**src/rtl/io_pkg.sv**
```systemverilog
// io_pkg: shared I/O bus address map, switch debounce defaults and FSM state type
package io_pkg;
   localparam logic [31:0] SWITCH_BASE = 32'hFFFFFC70;
   localparam logic [31:0] LED_BASE = 32'hFFFFFC60;
   localparam logic [1:0] SW_LO_OFS = 2'b00;
   localparam logic [1:0] SW_HI_OFS = 2'b10;
   localparam int DEBOUNCE_DEFAULT = 20000;
   typedef enum logic {STABLE, SETTLING} deb_state_t;
endpackage

```
**src/rtl/switch_debounce.sv**
```systemverilog
// switch_debounce: two-flop synchronizer plus debounce FSM producing a stable snapshot and a commit pulse
module switch_debounce
   import io_pkg::*;
#(
   parameter int WIDTH = 24,
   parameter int DEBOUNCE_CYCLES = DEBOUNCE_DEFAULT,
   parameter int CNT_W = $clog2(DEBOUNCE_CYCLES)
) (
   input  logic             clock,
   input  logic             reset,
   input  logic [WIDTH-1:0] din,
   output logic [WIDTH-1:0] stable,
   output logic             commit_changed
);
   localparam logic [CNT_W-1:0] CNT_MAX = CNT_W'(DEBOUNCE_CYCLES - 1);
   logic [WIDTH-1:0] sync1, sync, cand, cand_n, stable_n;
   logic [CNT_W-1:0] cnt, cnt_n;
   deb_state_t state, state_n;
   always_ff @(posedge clock) begin
      if (reset) begin
         sync1 <= '0;
         sync <= '0;
         cand <= '0;
         cnt <= '0;
         stable <= '0;
         state <= STABLE;
      end else begin
         sync1 <= din;
         sync <= sync1;
         cand <= cand_n;
         cnt <= cnt_n;
         stable <= stable_n;
         state <= state_n;
      end
   end
   // A bounce back to the old value still commits, but with cand == stable, so no change is flagged.
   always_comb begin
      state_n = state;
      cand_n = cand;
      cnt_n = cnt;
      stable_n = stable;
      commit_changed = 1'b0;
      if (state == STABLE) begin
         if (sync != stable) begin
            cand_n = sync;
            cnt_n = '0;
            state_n = SETTLING;
         end
      end else if (sync != cand) begin
         cand_n = sync;
         cnt_n = '0;
      end else if (cnt == CNT_MAX) begin
         stable_n = cand;
         cnt_n = '0;
         state_n = STABLE;
         commit_changed = cand != stable;
      end else begin
         cnt_n = cnt + CNT_W'(1);
      end
   end
endmodule

```
**src/rtl/switch_in.sv**
```systemverilog
// switch_in: debounced board switch peripheral with sticky change flag and single-cycle read mux
module switch_in
   import io_pkg::*;
#(
   parameter int DEBOUNCE_CYCLES = DEBOUNCE_DEFAULT,
   parameter int CNT_W = $clog2(DEBOUNCE_CYCLES)
) (
   input  logic        clock,
   input  logic        reset,
   input  logic        switchctrl,
   input  logic [1:0]  switchaddr,
   input  logic        switchread,
   input  logic [23:0] switch_i,
   output logic [15:0] switchrdata
);
   logic [23:0] stable;
   logic commit_changed, changed, rd_lo, rd_hi;
   switch_debounce #(
      .WIDTH(24),
      .DEBOUNCE_CYCLES(DEBOUNCE_CYCLES),
      .CNT_W(CNT_W)
   ) u_deb (
      .clock(clock),
      .reset(reset),
      .din(switch_i),
      .stable(stable),
      .commit_changed(commit_changed)
   );
   assign rd_lo = switchctrl && switchread && switchaddr == SW_LO_OFS;
   assign rd_hi = switchctrl && switchread && switchaddr == SW_HI_OFS;
   // A commit on the same edge as a clearing read wins.
   always_ff @(posedge clock) begin
      if (reset) changed <= 1'b0;
      else if (commit_changed) changed <= 1'b1;
      else if (rd_hi) changed <= 1'b0;
   end
   always_comb begin
      switchrdata = rd_lo ? stable[15:0] : rd_hi ? {changed, 7'b0, stable[23:16]} : 16'h0000;
   end
endmodule

```
**config.mk**
```make
export PLATFORM = sky130hd
export DESIGN_NAME = switch_in
export DESIGN_NICKNAME = d
export VERILOG_FILES = /design/src/rtl/io_pkg.sv /design/src/rtl/switch_debounce.sv /design/src/rtl/switch_in.sv
export SDC_FILE = /design/constraint.sdc
export NUM_CORES = 1
export LEC_CHECK = 0
export CORE_UTILIZATION = 44
export DETAILED_ROUTE_END_ITERATION = 12
export PLACE_DENSITY = 0.72
export SYNTH_ARGS = -nofsm -noshare
export SYNTH_HDL_FRONTEND = slang
export SYNTH_SLANG_ARGS = --single-unit
```
**constraint.sdc**
```tcl
create_clock -name clock -period 4.2 [get_ports clock]
set_input_delay 0.84 -clock clock [delete_from_list [all_inputs] [get_ports clock]]
set_output_delay 0.84 -clock clock [all_outputs]
set_load 0.1 [all_outputs]
```
# After elaboration in Yosys (flattened, before gate mapping)

Cells that the tools add are included.

Flip-flop bits (word level): 113
Bits of input ports: 30
Output and inout port bits: 16
Logic and storage cells: 41

Equality and inequality tests: 6
Bitwise operators: 1
Reductions and logical operators: 8
Add/subtract/negate cells: 1
Muxes and demuxes: 18

Operators by type and width:

| operator                                       | count |
|---|---|
| 2-to-1 mux 24 bit                              | 3 |
| inequality test 24 bit                         | 3 |
| 2-to-1 mux 15 bit                              | 4 |
| 2-to-1 mux 16 bit                              | 2 |
| adder 15 x 1 -> 15 bit (second input constant) | 1 |
| == test 15 bit (second input constant)         | 1 |
| 2-to-1 mux 1 bit                               | 9 |
| nonzero test 2 bit                             | 2 |
| logical AND 1 bit                              | 3 |
| AND reduction 3 bit                            | 1 |
| == test 2 bit (second input constant)          | 1 |
| zero test 2 bit                                | 1 |
| inequality test 2 bit (second input constant)  | 1 |
| AND reduction 2 bit                            | 1 |
| inverter 1 bit                                 | 1 |

# Depth between registers and ports, before layout

Word-level depth: 5
Gate-level depth with buffers: 9
Mapped depth without buffers: 7

# By module

From an unflattened synthesis, not the netlist that was laid out.

Cells, all modules: 512
Area, all modules: 5089.9 µm²

Modules (own cells, without submodules):

| module          | sequential area each (µm²) | area an instance (µm²) | times used | cells each |
|---|---|---|---|---|
| switch_debounce | 2242.2                     | 4880.9                 | 1          | 487 |
| switch_in       | 20.0                       | 209.0                  | 1          | 25 |

# Least setup slack after synthesis

No wires, ideal clock.

Path type: input to output
From: in switchctrl
To: out switchrdata[0]
Cell stages on the path: 3
Data arrival time: 2393 ps
Buffers on the path: 0
Setup slack: 967 ps
Data required time: 3360 ps
Cell sequence: nand2_1 > nor3b_1 > a22o_1

Word-level cells in the longest chain between the ends: 4
Elaborated cells between the ends (all ways): 5
Those cells by class: mux: 2; reduce/logical: 3

RTL lines:

| element             | RTL line                         | source |
|---|---|---|
| start: declaration  | switch_in.sv:10                  | `input logic switchctrl,` |
| logical AND 1 bit * | switch_in.sv:29, switch_in.sv:30 |  |
| logical AND 1 bit   | switch_in.sv:30                  | `assign rd_hi = switchctrl && switchread && switchaddr == SW_HI_OFS;` |
| 2-to-1 mux 16 bit   | switch_in.sv:38                  | `switchrdata = rd_lo ? stable[15:0] : rd_hi ? {changed, 7'b0, stable[23:16]} : 16'h0000;` |
| 2-to-1 mux 16 bit * | switch_in.sv:38                  |  |
| end: declaration    | switch_in.sv:14                  | `output logic [15:0] switchrdata` |

Every way passes the cells marked *; elsewhere a longest branch is shown, timed or not.

# Worst setup path after layout

From: in switchread
To: out switchrdata[7]

Word-level cells in the longest chain between the ends: 4
Elaborated cells between the ends (all ways): 5
Those cells by class: mux: 2; reduce/logical: 3

RTL lines:

| element             | RTL line                         | source |
|---|---|---|
| start: declaration  | switch_in.sv:12                  | `input logic switchread,` |
| logical AND 1 bit * | switch_in.sv:29, switch_in.sv:30 |  |
| logical AND 1 bit   | switch_in.sv:30                  |  |
| 2-to-1 mux 16 bit   | switch_in.sv:38                  |  |
| 2-to-1 mux 16 bit * | switch_in.sv:38                  |  |

Marked as above.

==> results.yml <==
finish:
  finalInstanceArea_sq_um: 6250
  layout_common_cells: "sky130_fd_sc_hd__dfxtp_1, sky130_fd_sc_hd__xor2_1, sky130_fd_sc_hd__nor2b_1"
  layout.filler_cells: 967
  mostFrequentLayoutCell: "sky130_fd_sc_hd__dfxtp_1"
  layout-drive-gt1-share_pct: 13.9
  finish.net_count: 588
  area_growth_from_synthesis_to_final_layout_pct: 25.8
  final_cell_count_no_fill: 709
  antenna_cells: 0
setup_path:
  required_arrival_time_at_the_worst_endpoint_ns: 3.36
  timing.critical_path.slowest_stage_cell: "sky130_fd_sc_hd__clkdlybuf4s50_1"
  crit-reg2reg-launch: "u_deb.stable[8]$_SDFFE_PP0P_"
  top_fanout_value_on_the_critical_path: 10
  timing.reg2reg.setup_slack_ns: 1.58
  crit_path_max_incr_delay_ns: 0.46
  regToRegEndpoint: "u_deb.cnt[2]$_SDFFE_PP0P_"
  worst_setup_path_start_kind: "input pin"
  worst_setup_path_end_kind: "output port"
  crit_end: "switchrdata[7]"
  cp_data_arrival_time_ns: 2.18
  worstSetupPathType: "in2out"
  worstPathCellList: "clkdlybuf4s50_1 > nand2_1 > nor3b_1 > buf_4 > a22o_1 > buf_12"
  crit_start: "switchread"
  reg2reg_depth: 6
yosys:
  postSynth.asyncResetShare_pct: 0
  synth_seq_area_share_pct: 45.5
  synthDistinctLibCells: 42
  synthesis.area_sq_um: 4970
  count_of_synthesis_stage_warnings_from_yosys: 0
  avgSynthCellArea_sq_um: 9.71
  synthesis.instances: 512
  synth.net_count: 543
  synthFlopType: "sky130_fd_sc_hd__dfxtp_1"
  synth_top_cell_by_area: "sky130_fd_sc_hd__dfxtp_1"
  synth_top_area_share_pct: 45.5
  number_of_flops_mapped_to_enable_cells_by_yosys: 0
  postSynthRegisterBits: 113
  netlist_top_cells_area: "sky130_fd_sc_hd__dfxtp_1, sky130_fd_sc_hd__xor2_1, sky130_fd_sc_hd__nor2b_1"
clock_network:
  cts_root_buf: "sky130_fd_sc_hd__clkbuf_16"
  cts_hold_buffers: 0
  cts_tree: "built"
  post_cts.resized_instances: 0
  clockBufferDepth: 2
  clock-sinks: 113
  worst_setup_hold_path_clk_slew_ns: 0.05
  cts-buffers-inserted: 17
  postCtsSetupRepairBufs: 0
  worst_skew_pair.late_latency_ns: 0.41
  cts_htree_levels: 4
route:
  via_count: 3761
  detail_route.iter0.violations: 154
  wire_per_inst_um: 15.3
  final_antenna_net_count: 0
  totalWireLength_um: 10800
  avgViaCountPerCell: 5.30
  drt_pre_antenna_iters: 4
  remaining_drc_errors: 0
power:
  vdd_ir_drop_max_mv: 0.253
  netSwitchingFraction_pct: 23.5
  clock_power_share_pct: 51.1
  portion_of_total_power_attributed_to_sequential_cells_pct: 43.2
  total_switching_power_uw: 612
  power.density_nw_per_um2: 416
  power.leakage_nw: 2.49
  combinationalPowerShare_pct: 5.7
  cellInternalPower_mw: 1.99
global_routing:
  grt_first_pass_wirelength_um: 17300
  grt_start_max_net_pins: 52
  vias_in_the_first_global_route: 3459
  antenna_violations_before_repair: 0
  grtUsageTotal_pct: 19.8
  overflow_after_grt: 0
timing:
  max-slew-margin-rel_pct: 22.5
  tns_ns: 0
  timing.final.max_slew_violations: 0
  rsz0062_at_grt: "no"
  final_hold_viol_count: 0
  layout_worst_path_cycle_share_pct: 71.9
  hold_ws_ns: 0.432
  timing.final.crit_period_ns: 3.02
  setup-violations-final: 0
  final_worst_setup_slack_ns: 1.18
  skew_ns: 0.00708
  highest_clock_frequency_the_design_can_meet_mhz: 331
  worst_pin_slew_ns: 1.15
status:
  outcome: "complete, no violations"
job:
  drv_cap: 0
floorplan:
  initial_core_util_pct: 45.5
  die_y_um: 108
  num_io_pins: 46
  die-area_sq_um: 11700
  design.core.area_sq_um: 10900
  num_rows: 38
  dieWidth_um: 108
place:
  placed_area_sq_um: 5700
  buffer_ports.inserted: 45
  dp_slack_ns: 1.17
  post-place-cells: 678
  place.gp.congestion: 0.848
  total_half_perimeter_wirelength_after_legalization_and_detailed_placement_um: 7560
worst_hold_path:
  hold_path_class: "reg2reg"
==> kinds of logic (layout without fill, tap and decap cells) <==
kind of cell / count (synthesis) / count (layout) / synth area share, %
buffers and inverters: 28 / 85 / 2.57
adders and majority gates: 1 / 1 / 0.252
and+or+nand+nor: 195 / 195 / 24.7
xor gates and xnor gates: 75 / 75 / 13.2
DFF: 113 / 113 / 45.5
muxes: 24 / 24 / 4.83
AOI/OAI and AO/OA: 76 / 76 / 8.93
==> cell usage after synthesis, types with 2 or more instances <==
cell type / n
sky130_fd_sc_hd__nor4_2: 2
sky130_fd_sc_hd__nand3_1: 13
sky130_fd_sc_hd__nor3_1: 11
sky130_fd_sc_hd__mux2i_1: 24
sky130_fd_sc_hd__nand4_1: 9
sky130_fd_sc_hd__nor4_1: 8
sky130_fd_sc_hd__clkbuf_1: 20
sky130_fd_sc_hd__a211o_1: 2
sky130_fd_sc_hd__nor2_1: 34
sky130_fd_sc_hd__or3b_1: 10
sky130_fd_sc_hd__or3b_2: 13
sky130_fd_sc_hd__nand3b_1: 3
sky130_fd_sc_hd__and3_1: 6
sky130_fd_sc_hd__xor2_1: 52
sky130_fd_sc_hd__a21oi_1: 30
sky130_fd_sc_hd__nand2b_1: 2
sky130_fd_sc_hd__and2_1: 7
sky130_fd_sc_hd__xnor2_1: 23
sky130_fd_sc_hd__inv_1: 2
sky130_fd_sc_hd__buf_6: 2
sky130_fd_sc_hd__nor4_4: 3
sky130_fd_sc_hd__or3_1: 2
sky130_fd_sc_hd__o21ai_0: 27
sky130_fd_sc_hd__nand2_1: 13
sky130_fd_sc_hd__buf_2: 3
sky130_fd_sc_hd__nor3_2: 2
sky130_fd_sc_hd__a22o_1: 11
sky130_fd_sc_hd__nor2b_1: 50
sky130_fd_sc_hd__dfxtp_1: 113
sky130_fd_sc_hd__nor4b_1: 2
sky130_fd_sc_hd__o21ai_1: 2
==> flip-flops by register name, summed over array words and instances (netlist names) <==
name	cells
changed	1
u_deb.cand	24
u_deb.cnt	15
u_deb.stable	24
u_deb.state	1
u_deb.sync	24
u_deb.sync1	24
==> per-layer routing <==
layer / up-vias / GRT usage [%] / wire length [um]
li1: 1861 / - / -
met1: 1774 / 25.0 / 4870
met2: 102 / 31.6 / 5160
met3: 24 / 4.76 / 548
met4: 0 / 9.46 / 259
met5: - / 0 / 0
==> area by class of cell <==
class	instances	area, sq um	area share, %
sequential	113	2260	36.2
clock buffer	17	425	6.80
multi-input combinational	371	2600	41.5
tap	140	175	2.80
inverter	2	7.51	0.120
clock inverter	14	130	2.08
timing repair buffer	52	658	10.5
==> critical path, delay by kind of cell <==
family | cells | cell delay, ns
buffers and inverters | 3 | 0.86
AOI/OAI and AO/OA | 1 | 0.19
and+or+nand+nor | 2 | 0.27
==> per-stage QoR <==
step / utilization [%] / power, mW
6_report: 57.2 / 2.60
5_1_grt: 57.2 / 2.70
4_1_cts: 57.2 / 2.63
3_5_place_dp: 52.1 / 1.30
3_3_place_gp: 52.1 / 1.29
2_1_floorplan: - / 1.24
==> power groups by stage <==
stage / combinational (mW) / sequential, mW / clock [mW]
2_1_floorplan: 0.0984 / 1.14 / 0
3_3_place_gp: 0.146 / 1.15 / 0
3_5_place_dp: 0.149 / 1.15 / 0
4_1_cts: 0.150 / 1.13 / 1.35
5_1_grt: 0.162 / 1.13 / 1.41
6_report: 0.148 / 1.13 / 1.33
==> worst min-delay path by stage <==
stage / cells after the start / to / startpoint
3_3_place_gp: 1 / u_deb.sync[16]$_SDFF_PP0_ / u_deb.sync1[16]$_SDFF_PP0_
6_report: 1 / u_deb.sync[4]$_SDFF_PP0_ / u_deb.sync1[4]$_SDFF_PP0_
5_1_grt: 1 / u_deb.sync[18]$_SDFF_PP0_ / u_deb.sync1[18]$_SDFF_PP0_
2_1_floorplan: 1 / u_deb.sync[0]$_SDFF_PP0_ / u_deb.sync1[0]$_SDFF_PP0_
4_1_cts: 1 / u_deb.sync[4]$_SDFF_PP0_ / u_deb.sync1[4]$_SDFF_PP0_
3_5_place_dp: 1 / u_deb.sync[4]$_SDFF_PP0_ / u_deb.sync1[4]$_SDFF_PP0_
No activity file was read; power rests on OpenSTA's default activity.
